`src/rtl/steer_quad_multi.sv`:
```
// Multi-channel quadrature steering front end: sync, glitch filter, 4x decode, sticky flags.
// Latency: pin edge to Count is FILT_LEN+3 edges, and RdData adds one more; inputs are always accepted, with no backpressure.
module steer_quad_multi #(
    parameter int NUM_CH   = 2,
    parameter int CNT_W    = 4,
    parameter int FILT_LEN = 3,
    parameter bit SATURATE = 1'b1
) (
    input  logic              Clk6,
    input  logic              Reset,
    input  logic [NUM_CH-1:0] SteerA_n,
    input  logic [NUM_CH-1:0] SteerB_n,
    input  logic [NUM_CH-1:0] Clr,
    input  logic [2:0]        Sel,
    output logic [CNT_W+2:0]  RdData,
    output logic [NUM_CH-1:0] Flags
);
    localparam logic [CNT_W-1:0] CNT_MAX = {1'b0, {(CNT_W-1){1'b1}}};
    localparam logic [CNT_W-1:0] CNT_MIN = {1'b1, {(CNT_W-1){1'b0}}};

    logic             primed;
    logic [CNT_W+2:0] rd_vec [8];

    always_ff @(posedge Clk6) begin
        if (Reset) primed <= 1'b0;
        else       primed <= 1'b1;
    end

    for (genvar i = 0; i < NUM_CH; i++) begin : g_ch
        logic [1:0]          sync1, sync2, filt, prev;
        logic [FILT_LEN-1:0] hist_a, hist_b;
        logic [CNT_W-1:0]    count, count_nxt;
        logic                flag, dir, err;
        logic                inc, dec, illegal;

        // {prev, filt} pairs; decoding is held off until prev has been primed.
        always_comb begin
            inc     = 1'b0;
            dec     = 1'b0;
            illegal = 1'b0;
            if (primed) begin
                case ({prev, filt})
                    4'b0001, 4'b0111, 4'b1110, 4'b1000: inc     = 1'b1;
                    4'b0100, 4'b1101, 4'b1011, 4'b0010: dec     = 1'b1;
                    4'b0011, 4'b0110, 4'b1001, 4'b1100: illegal = 1'b1;
                    default: ;
                endcase
            end
        end

        always_comb begin
            count_nxt = count;
            if (inc) begin
                if (!(SATURATE && count == CNT_MAX)) count_nxt = count + CNT_W'(1);
            end else if (dec) begin
                if (!(SATURATE && count == CNT_MIN)) count_nxt = count - CNT_W'(1);
            end
        end

        always_ff @(posedge Clk6) begin
            if (Reset) begin
                sync1  <= '0;
                sync2  <= '0;
                hist_a <= '0;
                hist_b <= '0;
                filt   <= '0;
                prev   <= '0;
                count  <= '0;
                flag   <= 1'b0;
                dir    <= 1'b0;
                err    <= 1'b0;
            end else begin
                sync1  <= ~{SteerA_n[i], SteerB_n[i]};
                sync2  <= sync1;
                hist_a <= (hist_a << 1) | FILT_LEN'(sync2[1]);
                hist_b <= (hist_b << 1) | FILT_LEN'(sync2[0]);
                if (&hist_a)       filt[1] <= 1'b1;
                else if (~|hist_a) filt[1] <= 1'b0;
                if (&hist_b)       filt[0] <= 1'b1;
                else if (~|hist_b) filt[0] <= 1'b0;
                // prev always follows filt so a clear or illegal jump never leaves a stale phase behind.
                prev <= filt;
                if (Clr[i]) begin
                    count <= '0;
                    flag  <= 1'b0;
                    dir   <= 1'b0;
                    err   <= 1'b0;
                end else begin
                    if (inc || dec) begin
                        count <= count_nxt;
                        flag  <= 1'b1;
                        dir   <= inc;
                    end
                    if (illegal) err <= 1'b1;
                end
            end
        end

        assign rd_vec[i] = {flag, dir, err, count};
        assign Flags[i]  = flag;
    end

    for (genvar j = NUM_CH; j < 8; j++) begin : g_pad
        assign rd_vec[j] = '0;
    end

    always_ff @(posedge Clk6) begin
        if (Reset) RdData <= '0;
        else       RdData <= rd_vec[Sel];
    end
endmodule

```
`config.mk`:
```
export PLATFORM = sky130hd
export DESIGN_NAME = steer_quad_multi
export DESIGN_NICKNAME = d
export VERILOG_FILES = /design/src/rtl/steer_quad_multi.sv
export SDC_FILE = /design/constraint.sdc
export NUM_CORES = 1
export LEC_CHECK = 0
export ABC_CLOCK_PERIOD_IN_PS = 2600
export BUFFER_PORTS_ARGS = -buffer_cell sky130_fd_sc_hd__buf_2
export CORE_MARGIN = 4
export CORE_UTILIZATION = 45
export CTS_CLUSTER_SIZE = 28
export DETAILED_ROUTE_END_ITERATION = 8
export PLACE_DENSITY = 0.64
export SLEW_MARGIN = 15
export SYNTH_ARGS = -nofsm -noshare
export SYNTH_HDL_FRONTEND = slang
export SYNTH_SLANG_ARGS = --single-unit
```
`constraint.sdc`:
```
create_clock -name Clk6 -period 2.6 [get_ports Clk6]
set_input_delay 0.13 -clock Clk6 [delete_from_list [all_inputs] [get_ports Clk6]]
set_output_delay 0.13 -clock Clk6 [all_outputs]
set_load 0.01 [all_outputs]
```
# [Word-level counts from Yosys, hierarchy flattened]
# Cells that the tools add are included.
[totals] input_bits=11 reg_bits=50 out_inout_bits=9
[classes] n_reduce_logical=22 n_mux=32 add_sub_neg=4 bitwise_logic=7 n_lt_le_gt_ge=1 eq_ne=36
[ops] operator="4-bit == test, second input constant" n=14
[ops] operator="4-bit by 3-bit == test with 1-bit output, second input constant" n=8
[ops] operator="4-bit two-way mux" n=8
[ops] operator="4-bit OR reduction" n=6
[ops] operator="7-bit binary-select mux with 3-bit select" n=1
[ops] operator="1-bit two-way mux" n=21
[ops] operator="4-bit by 2-bit == test with 1-bit output, second input constant" n=4
[ops] operator="2-bit != test, second input constant" n=8
[ops] operator="7-bit two-way mux" n=2
[ops] operator="3-bit by 1-bit OR with 3-bit output" n=4
[ops] operator="3-bit AND reduction" n=4
[ops] operator="3-bit OR reduction" n=4
[ops] operator="4-bit by 1-bit adder with 4-bit output, second input constant" n=2
[ops] operator="4-bit by 1-bit == test with 1-bit output, second input constant" n=2
[ops] operator="4-bit AND reduction" n=2
[ops] operator="4-bit by 1-bit subtractor with 4-bit output, second input constant" n=2
[ops] operator="4-bit >= comparator, second input constant" n=1
[ops] operator="2-bit NOT" n=2
[ops] operator="3-bit NOT with 4-bit output" n=1
[ops] operator="2-bit nonzero test" n=2
[ops] operator="2-bit OR reduction" n=2
[ops] operator="1-bit logical OR" n=2

# [Longest topological paths before layout]
# Gate-level depths: netlist of run 1.
[depth] word_depth=6 ltp_mapped=8

# [Worst setup path after synthesis of run 1]
# No wires, ideal clock.
[synth_path] path_kind="reg-to-reg" start="register g_ch[0].filt[0]" end="register g_ch[0].count[3]" required_time_ns=2.528 path_buffers=1 arrival_ns=1.822 synth_period_minus_slack_ns=1.893 setup_slack_ns=0.707 stages_incl_launch_ff=9 setup_time_ns=0.072 path_cell_list="dfxtp_1 buf_4 xor2_2 nand3_1 ha_1 nand3_1 and3_1 a22oi_1 mux2i_1"
[synth_between] elab_chain_cells=6 word_cells_on_any_way=20 cone_classes="eq/ne (10); mux (5); reduce/logical (5)"
[synth_rtl] item="start, declared" line_no="30" rtl="logic [1:0] sync1, sync2, filt, prev;"
[synth_rtl] item="start signal, assigned" line_no="66" rtl="filt <= '0;"
[synth_rtl] item="start signal, assigned" line_no="79" rtl="if (&hist_b) filt[0] <= 1'b1;"
[synth_rtl] item="start signal, assigned" line_no="80" rtl="else if (~|hist_b) filt[0] <= 1'b0;"
[synth_rtl] item="4-bit by 1-bit == test with 1-bit output (tied with other cells)" line_no="42" rtl="case ({prev, filt})"
[synth_rtl] item="4-bit OR reduction" line_no="42"
[synth_rtl] item="1-bit two-way mux" line_no="42"
[synth_rtl] item="1-bit two-way mux" line_no="41" rtl="if (primed) begin"
[synth_rtl] item="2-bit != test (no line) (tied with other cells)"
[synth_rtl] item="4-bit AND reduction (no line)"
[synth_rtl] item="end signal, assigned" line_no="90" rtl="count <= count_nxt;"
[synth_rtl] item="end, declared" line_no="32" rtl="logic [CNT_W-1:0] count, count_nxt;"
# Several ways; a longest one is shown, not always the timed one.
# A chain may end at the register's enable or synchronous reset.

# [Final worst setup path of run 1]
# Same ends and word-level chain as after synthesis.

==> results of run 1 <==
## kinds of logic (layout without fill, tap and decap cells)
logic type / Yosys count / count (layout) / share of synthesized area [%]
adder cells (fa/ha/maj): 6 / 6 / 4.32
AO/OA/AOI/OAI: 37 / 37 / 11.5
AND/OR/NAND/NOR: 75 / 75 / 19.4
multiplexers: 11 / 11 / 5.29
XOR/XNOR: 15 / 15 / 7.75
buffers and inverters: 16 / 35 / 3.72
flip-flops: 50 / 50 / 48.0
## layer usage
layer	share of wire, %	vias up	global-route usage [%]
met3	4.9	7	5.32
li1	-	751	-
met2	44	22	20.5
met5	0	-	0
met1	48	635	15.6
met4	2.3	0	6.41
## synth_stat cells, types with 2 or more instances
master     instances  area, sq um
mux2i_1           11          110
xnor2_2            2         32.5
xor2_2             2         32.5
nor4b_1            2         17.5
a21o_1             3         22.5
nand2_1           16         60.1
buf_2              2         10.0
nor2b_1           19          119
and3_1             4         25.0
a2111oi_2          2         30.0
o21ai_1            2         10.0
a31oi_1            2         12.5
o22ai_1            2         12.5
clkbuf_1           5         18.8
nor3_1             4         20.0
and2_1             2         12.5
a22oi_1            2         15.0
xor2_1             7         61.3
nor2_1            13         48.8
ha_1               4         50.1
or3_1              3         18.8
a211oi_1           2         15.0
nor3_2             2         20.0
inv_1              4         15.0
o21ai_0            5         25.0
xnor2_1            4         35.0
dfxtp_1           50         1000
nand4b_1           2         17.5
fa_1               2         40.0
nand3_1            6         30.0
buf_4              4         30.0
a21oi_1           14         70.1
## path summary, 6_finish.rpt
path / end / slack, ns / depth (start not counted)
hold / removal: g_ch[1].count[0]$_SDFFE_PP0P_ / 0.05 / 2
setup reg to reg: g_ch[0].count[3]$_SDFFE_PP0P_ / 0.48 / 7
setup / recovery: g_ch[0].count[3]$_SDFFE_PP0P_ / 0.48 / 7
hold reg to reg: g_ch[1].hist_b[0]$_SDFF_PP0_ / 0.44 / 1
## where the power goes
| group | internal [uW] | switching (uW) | total (uW) |
|---|---|---|---|
| clock | 184 | 256 | 439 |
| combinational | 20.2 | 26.7 | 46.9 |
| sequential | 775 | 4.78 | 780 |
## worst max-delay path, stage by stage, from the launching register on
cell and delay (ns):
dfxtp_1 0.48, xor2_2 0.28, nand3_1 0.22, ha_1 0.39, nand3_1 0.10, and3_1 0.18, a22oi_1 0.21, mux2i_1 0.20
## final cells by class
type / count / share of cell area (%)
flip-flops and latches: 50 / 43.3
well taps: 52 / 2.81
clock inverters: 2 / 0.649
multi-input cells: 144 / 43.5
inverters: 4 / 0.649
clock buffers: 5 / 2.98
repair buffers: 24 / 6.17
## sequential cells by signal (all words and copies together), names as in the netlist
name,cells
g_ch.err,2
g_ch.filt,4
g_ch.prev,4
g_ch.hist_a,6
g_ch.count,8
g_ch.dir,2
primed,1
g_ch.hist_b,6
g_ch.sync1,4
g_ch.flag,2
g_ch.sync2,4
RdData,7
## layout by cell type (no fill, tap or decap), types with 3 or more instances in the layout
cell type	synthesis	final
dfxtp_1	50	50
nor2b_1	19	19
buf_2	2	19
nand2_1	16	16
a21oi_1	14	14
nor2_1	13	13
mux2i_1	11	11
xor2_1	7	7
nand3_1	6	6
o21ai_0	5	5
clkbuf_8	0	5
inv_1	4	4
and3_1	4	4
xnor2_1	4	4
nor3_1	4	4
ha_1	4	4
dlygate4sd3_1	0	4
a21o_1	3	3
or3_1	3	3
## stage by stage
stage	worst slack [ns]	utilization, %	std cells	total power [uW]	hold slack [ns]
after floorplan	0.707	-	210	825	0.197
after global placement	0.584	49.6	270	841	0.284
after detailed placement	0.506	49.6	270	841	0.283
after CTS	0.489	52.4	281	1290	0.0440
after global routing	0.296	52.4	281	1320	0.0585
final	0.482	52.4	281	1270	0.0513
## what timing repair did
action / in CTS / in global routing
endpoints found under the hold margin: 4 / 0
hold buffers: 4 / 0
setup endpoints to repair: 0 / 0
resized for setup: 0 / 0
==> load_flow_metrics.sql, run 1 <==
INSERT INTO impl_metrics (metric_group, metric, value, unit) VALUES
('detailed_routing', 'viasPerCell', '5.04', ''),
('detailed_routing', 'detailed_route_wl', '3460', 'um'),
('detailed_routing', 'first_pass_iters', '4', ''),
('logic_synthesis', 'synth_area', '0.00208', 'sq mm'),
('clock_network', 'post-cts-setup-buffer-count', '0', ''),
('detailed_routing', 'post_drt_wl_per_cell', '12.3', 'um'),
('logic_synthesis', 'yosysWarnings', '0', ''),
('clock_network', 'max-clock-path-buffers', '2', ''),
('global_route', 'track_usage', '13.1', '%'),
('detailed_routing', 'ant_nets', '0', ''),
('outcome', 'status', 'complete, no violations', ''),
('worst_hold_path', 'hold_path_startpoint', 'Clr[1]', ''),
('worst_setup_path', 'critical_path_peak_fanout', '6', ''),
('power_and_ir_drop', 'power_density_over_the_cells', '548', 'mW/mm^2'),
('floorplanning', 'die_w', '76.0', 'um'),
('worst_setup_path', 'worst-endpoint-arrival', '2.36', 'ns'),
('final_layout', 'syn_to_final_growth', '11.0', '%'),
('clock_network', 'cts_sinks', '50', ''),
('logic_synthesis', 'cells_after_synthesis', '210', ''),
('timing', 'slew_headroom', '55.0', '%'),
('worst_setup_path', 'timing.rr.start', 'g_ch[0].filt[0]$_SDFFE_PP0P_', ''),
('logic_synthesis', 'synth.ff_latch_count', '50', ''),
('logic_synthesis', 'mappedNetlistNets', '227', ''),
('final_layout', 'antenna_cells', '0', ''),
('timing', 'finalCriticalPeriod', '2.12', 'ns'),
('floorplanning', 'core_region_area', '0.00441', 'sq mm'),
('worst_hold_path', 'holdCritPathClass', 'in2reg', ''),
('floorplanning', 'chipHeight', '76.0', 'um'),
('timing', 'worstMarginPinSlew', '0.676', 'ns'),
('placement', 'place.detailed.hpwl', '2420', 'um'),
('power_and_ir_drop', 'p_leak', '0.000954', 'uW'),
('clock_network', 'h-tree-depth', '2', ''),
('clock_network', 'tritoncts', 'done', ''),
('logic_synthesis', 'synth.yosys.seq_area_share', '48.0', '%'),
('floorplanning', 'design.portCount', '20', ''),
('logic_synthesis', 'synth_ff_type', 'dfxtp_1', ''),
('timing', 'timing.clock.skew', '0.00451', 'ns'),
('timing', 'setup-tns-final', '0', 'ns'),
('detailed_routing', 'num_vias', '1415', ''),
('global_route', 'first_global_vias', '1342', ''),
('logic_synthesis', 'number_of_flops_mapped_to_enable_cells_by_yosys', '0', ''),
('timing', 'hold_viol_final', '0', ''),
('placement', 'postPlaceCellArea', '0.00219', 'sq mm'),
('job', 'maxCapViolCount', '0', ''),
('placement', 'finalWeightedCongestion', '0.792', ''),
('clock_network', 'insertion_delay', '0.31', 'ns'),
('detailed_routing', 'remaining_drc_errors', '0', ''),
('global_route', 'grt_first_pass_wirelength', '6090', 'um'),
('logic_synthesis', 'postSynth.asyncResetShare', '0', '%'),
('final_layout', 'multi_input_comb_area', '0.00100', 'sq mm'),
('timing', 'final-setup-viol-count', '0', ''),
('clock_network', 'tritoncts.num_buffers', '5', ''),
('placement', 'port-buffer-count', '19', ''),
('worst_setup_path', 'worstSetupEndpointType', 'flip-flop', ''),
('final_layout', 'final.fill_count', '417', ''),
('clock_network', 'cts.root.buffer_cell', 'clkbuf_8', ''),
('worst_setup_path', 'worst_ep_required_time', '2.84', 'ns'),
('floorplanning', 'floorplan.rows', '24', ''),
('logic_synthesis', 'ys_types', '38', ''),
('clock_network', 'clkSlewWorstSetupHoldPaths', '0.09', 'ns'),
('timing', 'fmaxAchievable', '0.472', 'GHz'),
('detailed_routing', 'first_iter_violations', '51', ''),
('global_route', 'globalRouteOverflowTotal', '0', ''),
('final_layout', 'post_route_cells_drive_above_1_share', '16.6', '%'),
('worst_setup_path', 'critical_path_class', 'reg2reg', ''),
('power_and_ir_drop', 'vdd.ir_drop.worst', '0.358', 'mV'),
('global_route', 'grt_start_max_net_pins', '41', ''),
('final_layout', 'register_area', '0.00100', 'sq mm'),
('floorplanning', 'initial_core_util', '47.2', '%'),
('worst_setup_path', 'startpoint_type', 'flip-flop', ''),
('global_route', 'grt_antenna_before_repair', '0', ''),
('floorplanning', 'dieArea', '0.00578', 'sq mm'),
('timing', 'drv_slew', '0', ''),
('worst_setup_path', 'startpoint', 'g_ch[0].filt[0]$_SDFFE_PP0P_', ''),
('timing', 'grt_setup_unrepaired', 'no', ''),
('timing', 'final_min_period_over_clock_period', '81.5', '%'),
('final_layout', 'layout.nets', '246', ''),
('logic_synthesis', 'synth_area_per_cell', '9.92', 'sq um'),
('final_layout', 'design_area', '0.00231', 'sq mm');
(Power assumes the default switching activity.)
==> inputs of run 2 (changes only) <==
ABC_CLOCK_PERIOD_IN_PS = 1920   (was 2600)
PLACE_DENSITY = 0.67   (was 0.64)
clock period = 1.92 ns   (was 2.6 ns; I/O delays follow)
==> run 2 against run 1 <==
Compared with the run above: core utilization increased by 3.7 points; maximum frequency increased by 18%; global-route usage decreased by 0.48 points; critical endpoint unchanged; largest power group unchanged.
==> load_flow_metrics.sql, run 2 (synthesized netlist as in run 1, its figures left out) <==
INSERT INTO impl_metrics (metric_group, metric, value, unit) VALUES
('timing', 'timing.clock.skew', '0.0106', 'ns'),
('final_layout', 'regMostFlops', 'g_ch.count', ''),
('worst_setup_path', 'worst-endpoint-arrival', '2.04', 'ns'),
('floorplanning', 'floorplan.rows', '24', ''),
('clock_network', 'tritoncts', 'done', ''),
('timing', 'slew_headroom', '71.1', '%'),
('worst_setup_path', 'worst_path_largest_cell_delay', '0.39', 'ns'),
('placement', 'place_ws', '0.00522', 'ns'),
('detailed_routing', 'detailed_route_wl', '3640', 'um'),
('final_layout', 'mostFrequentLayoutCells', 'dfxtp_1 (45), nor2b_1 (19), buf_2 (19)', ''),
('clock_network', 'max-clock-path-buffers', '2', ''),
('power_and_ir_drop', 'seq_power_share', '56.3', '%'),
('final_layout', 'layout.nets', '255', ''),
('timing', 'worstMarginPinSlew', '0.428', 'ns'),
('worst_setup_path', 'timing.rr.start', 'g_ch[0].filt[0]$_SDFFE_PP0P_', ''),
('global_route', 'track_usage', '12.7', '%'),
('detailed_routing', 'first_pass_iters', '4', ''),
('power_and_ir_drop', 'p_leak', '0.00103', 'uW'),
('power_and_ir_drop', 'vdd.ir_drop.worst', '0.796', 'mV'),
('detailed_routing', 'post_drt_wl_per_cell', '12.5', 'um'),
('clock_network', 'tritoncts.num_buffers', '5', ''),
('outcome', 'status', 'complete, no violations', ''),
('worst_setup_path', 'critical_path_peak_fanout', '3', ''),
('power_and_ir_drop', 'net-switching-power', '401', 'uW'),
('worst_setup_path', 'cpMaxStageDelayCell', 'dfxtp_1', ''),
('clock_network', 'h-tree-depth', '2', ''),
('worst_setup_path', 'startpoint_type', 'flip-flop', ''),
('timing', 'final-setup-viol-count', '0', ''),
('placement', 'place.detailed.hpwl', '2540', 'um'),
('power_and_ir_drop', 'pwr-share-clk', '40.1', '%'),
('clock_network', 'clkSlewWorstSetupHoldPaths', '0.09', 'ns'),
('worst_setup_path', 'path_buf_inv', '0', ''),
('global_route', 'globalRouteOverflowTotal', '0', ''),
('timing', 'fmaxAchievable', '0.555', 'GHz'),
('clock_network', 'insertion_delay', '0.31', 'ns'),
('final_layout', 'post-route-util', '56.1', '%'),
('global_route', 'grt_antenna_before_repair', '0', ''),
('floorplanning', 'core_region_area', '0.00441', 'sq mm'),
('final_layout', 'post_route_cells_drive_above_1_share', '24.3', '%'),
('final_layout', 'largest_register_ff_count', '8', ''),
('worst_setup_path', 'worstSetupEndpointType', 'flip-flop', ''),
('worst_setup_path', 'reg2reg_depth', '7', ''),
('global_route', 'grt_start_max_net_pins', '30', ''),
('final_layout', 'design_area', '0.00248', 'sq mm'),
('detailed_routing', 'remaining_drc_errors', '0', ''),
('clock_network', 'cts.root.buffer_cell', 'clkbuf_8', ''),
('detailed_routing', 'ant_nets', '0', ''),
('floorplanning', 'initial_core_util', '47.2', '%'),
('detailed_routing', 'viasPerCell', '5.20', ''),
('worst_hold_path', 'hold_path_startpoint', 'Clr[1]', ''),
('timing', 'hold_viol_final', '0', ''),
('final_layout', 'biggestRegsByFlops', 'g_ch.count: 8 flops, RdData: 7 flops', ''),
('power_and_ir_drop', 'switching_share', '21.4', '%'),
('detailed_routing', 'first_iter_violations', '52', ''),
('timing', 'fin_ws', '0.118', 'ns'),
('timing', 'finalCriticalPeriod', '1.80', 'ns'),
('floorplanning', 'die_w', '76.0', 'um'),
('final_layout', 'most_common_cell_after_layout_fill_and_taps_aside', 'dfxtp_1', ''),
('worst_setup_path', 'cpLargestDelayFamily', 'simple AND/OR/NAND/NOR gates', ''),
('worst_setup_path', 'crit-reg2reg-capture', 'g_ch[0].count[3]$_SDFFE_PP0P_', ''),
('timing', 'drv_slew', '0', ''),
('placement', 'port-buffer-count', '19', ''),
('power_and_ir_drop', 'power_density_over_the_cells', '757', 'mW/mm^2'),
('final_layout', 'antenna_cells', '0', ''),
('worst_setup_path', 'critical_path_class', 'reg2reg', ''),
('worst_setup_path', 'critical_path.cell_chain', 'xor2_2 > nand3_2 > ha_4 > nand3_1 > and3_1 > a22oi_1 > mux2i_1', ''),
('floorplanning', 'design.portCount', '20', ''),
('detailed_routing', 'num_vias', '1512', ''),
('placement', 'postPlaceCellArea', '0.00225', 'sq mm'),
('floorplanning', 'dieArea', '0.00578', 'sq mm'),
('worst_setup_path', 'worst_ep_required_time', '2.15', 'ns'),
('worst_hold_path', 'holdCritPathClass', 'in2reg', ''),
('clock_network', 'cts_sinks', '50', ''),
('power_and_ir_drop', 'post-layout-total-power', '1880', 'uW'),
('worst_setup_path', 'r2r_slack', '0.12', 'ns'),
('floorplanning', 'chipHeight', '76.0', 'um'),
('power_and_ir_drop', 'internal_power', '1470', 'uW'),
('timing', 'final_min_period_over_clock_period', '93.8', '%'),
('global_route', 'first_global_vias', '1365', ''),
('job', 'maxCapViolCount', '0', ''),
('placement', 'finalWeightedCongestion', '0.832', ''),
('final_layout', 'syn_to_final_growth', '18.9', '%'),
('worst_hold_path', 'hold_depth', '2', ''),
('global_route', 'grt_first_pass_wirelength', '6030', 'um'),
('worst_hold_path', 'worst_hold_path.endpoint', 'g_ch[1].count[0]$_SDFFE_PP0P_', ''),
('power_and_ir_drop', 'combinationalPowerShare', '3.6', '%');
-- run 2: worst max-delay path by stage --
stage	end	start	cells after the start	slack [ns]
after CTS	g_ch[0].count[3]$_SDFFE_PP0P_	g_ch[0].filt[1]$_SDFFE_PP0P_	7	0.003
after global placement	g_ch[1].count[3]$_SDFFE_PP0P_	g_ch[1].prev[0]$_SDFF_PP0_	7	0.08
after global routing	g_ch[0].count[3]$_SDFFE_PP0P_	g_ch[0].prev[1]$_SDFF_PP0_	7	-0.0009
after floorplan	g_ch[0].count[3]$_SDFFE_PP0P_	g_ch[0].filt[0]$_SDFFE_PP0P_	8	0.03
after detailed placement	g_ch[1].count[3]$_SDFFE_PP0P_	g_ch[1].prev[0]$_SDFF_PP0_	7	0.005
final	g_ch[0].count[3]$_SDFFE_PP0P_	g_ch[0].filt[0]$_SDFFE_PP0P_	7	0.12
-- run 2: cell type report --
class / instances / area, sq um
timing repair buffer: 33 / 210
clock buffer: 5 / 68.8
tap: 52 / 65.1
fill: 395 / 1940
sequential: 50 / 1010
clock inverter: 3 / 47.5
inverter: 4 / 15.0
multi-input combinational: 144 / 1060
-- run 2: metrics by stage --
step	hold WS (ns)	std cells	setup TNS, ns
after floorplan	0.163	210	0
after global placement	0.247	278	0
after detailed placement	0.254	278	0
after CTS	0.0193	290	0
after global routing	0.0214	291	-0.000892
final	0.0269	291	0
-- run 2: power groups by stage --
stage	Clock (uW)	Sequential [uW]	Combinational (uW)
6_report	752	1060	68.3
3_5_place_dp	0	1080	63.0
4_1_cts	769	1050	69.1
3_3_place_gp	0	1080	62.5
2_1_floorplan	0	1080	39.6
5_1_grt	808	1060	77.3
-- run 2: what timing repair did --
item / 4_1_cts / 5_1_grt
hold buffers: 4 / 0
pin swaps: 0 / 1
setup buffers: 0 / 1
endpoints found under the hold margin: 4 / 0
endpoints found under the setup margin: 1 / 2
gates resized for setup: 3 / 9
-- run 2: per-layer routing --
layer | share of wire (%) | track usage, % | vias up | wire length, um
li1 | - | - | 772 | -
met1 | 45 | 16.0 | 708 | 1650
met2 | 48 | 19.6 | 23 | 1750
met3 | 4.6 | 4.14 | 9 | 166
met4 | 2.0 | 5.52 | 0 | 74
met5 | 0 | 0 | - | 0
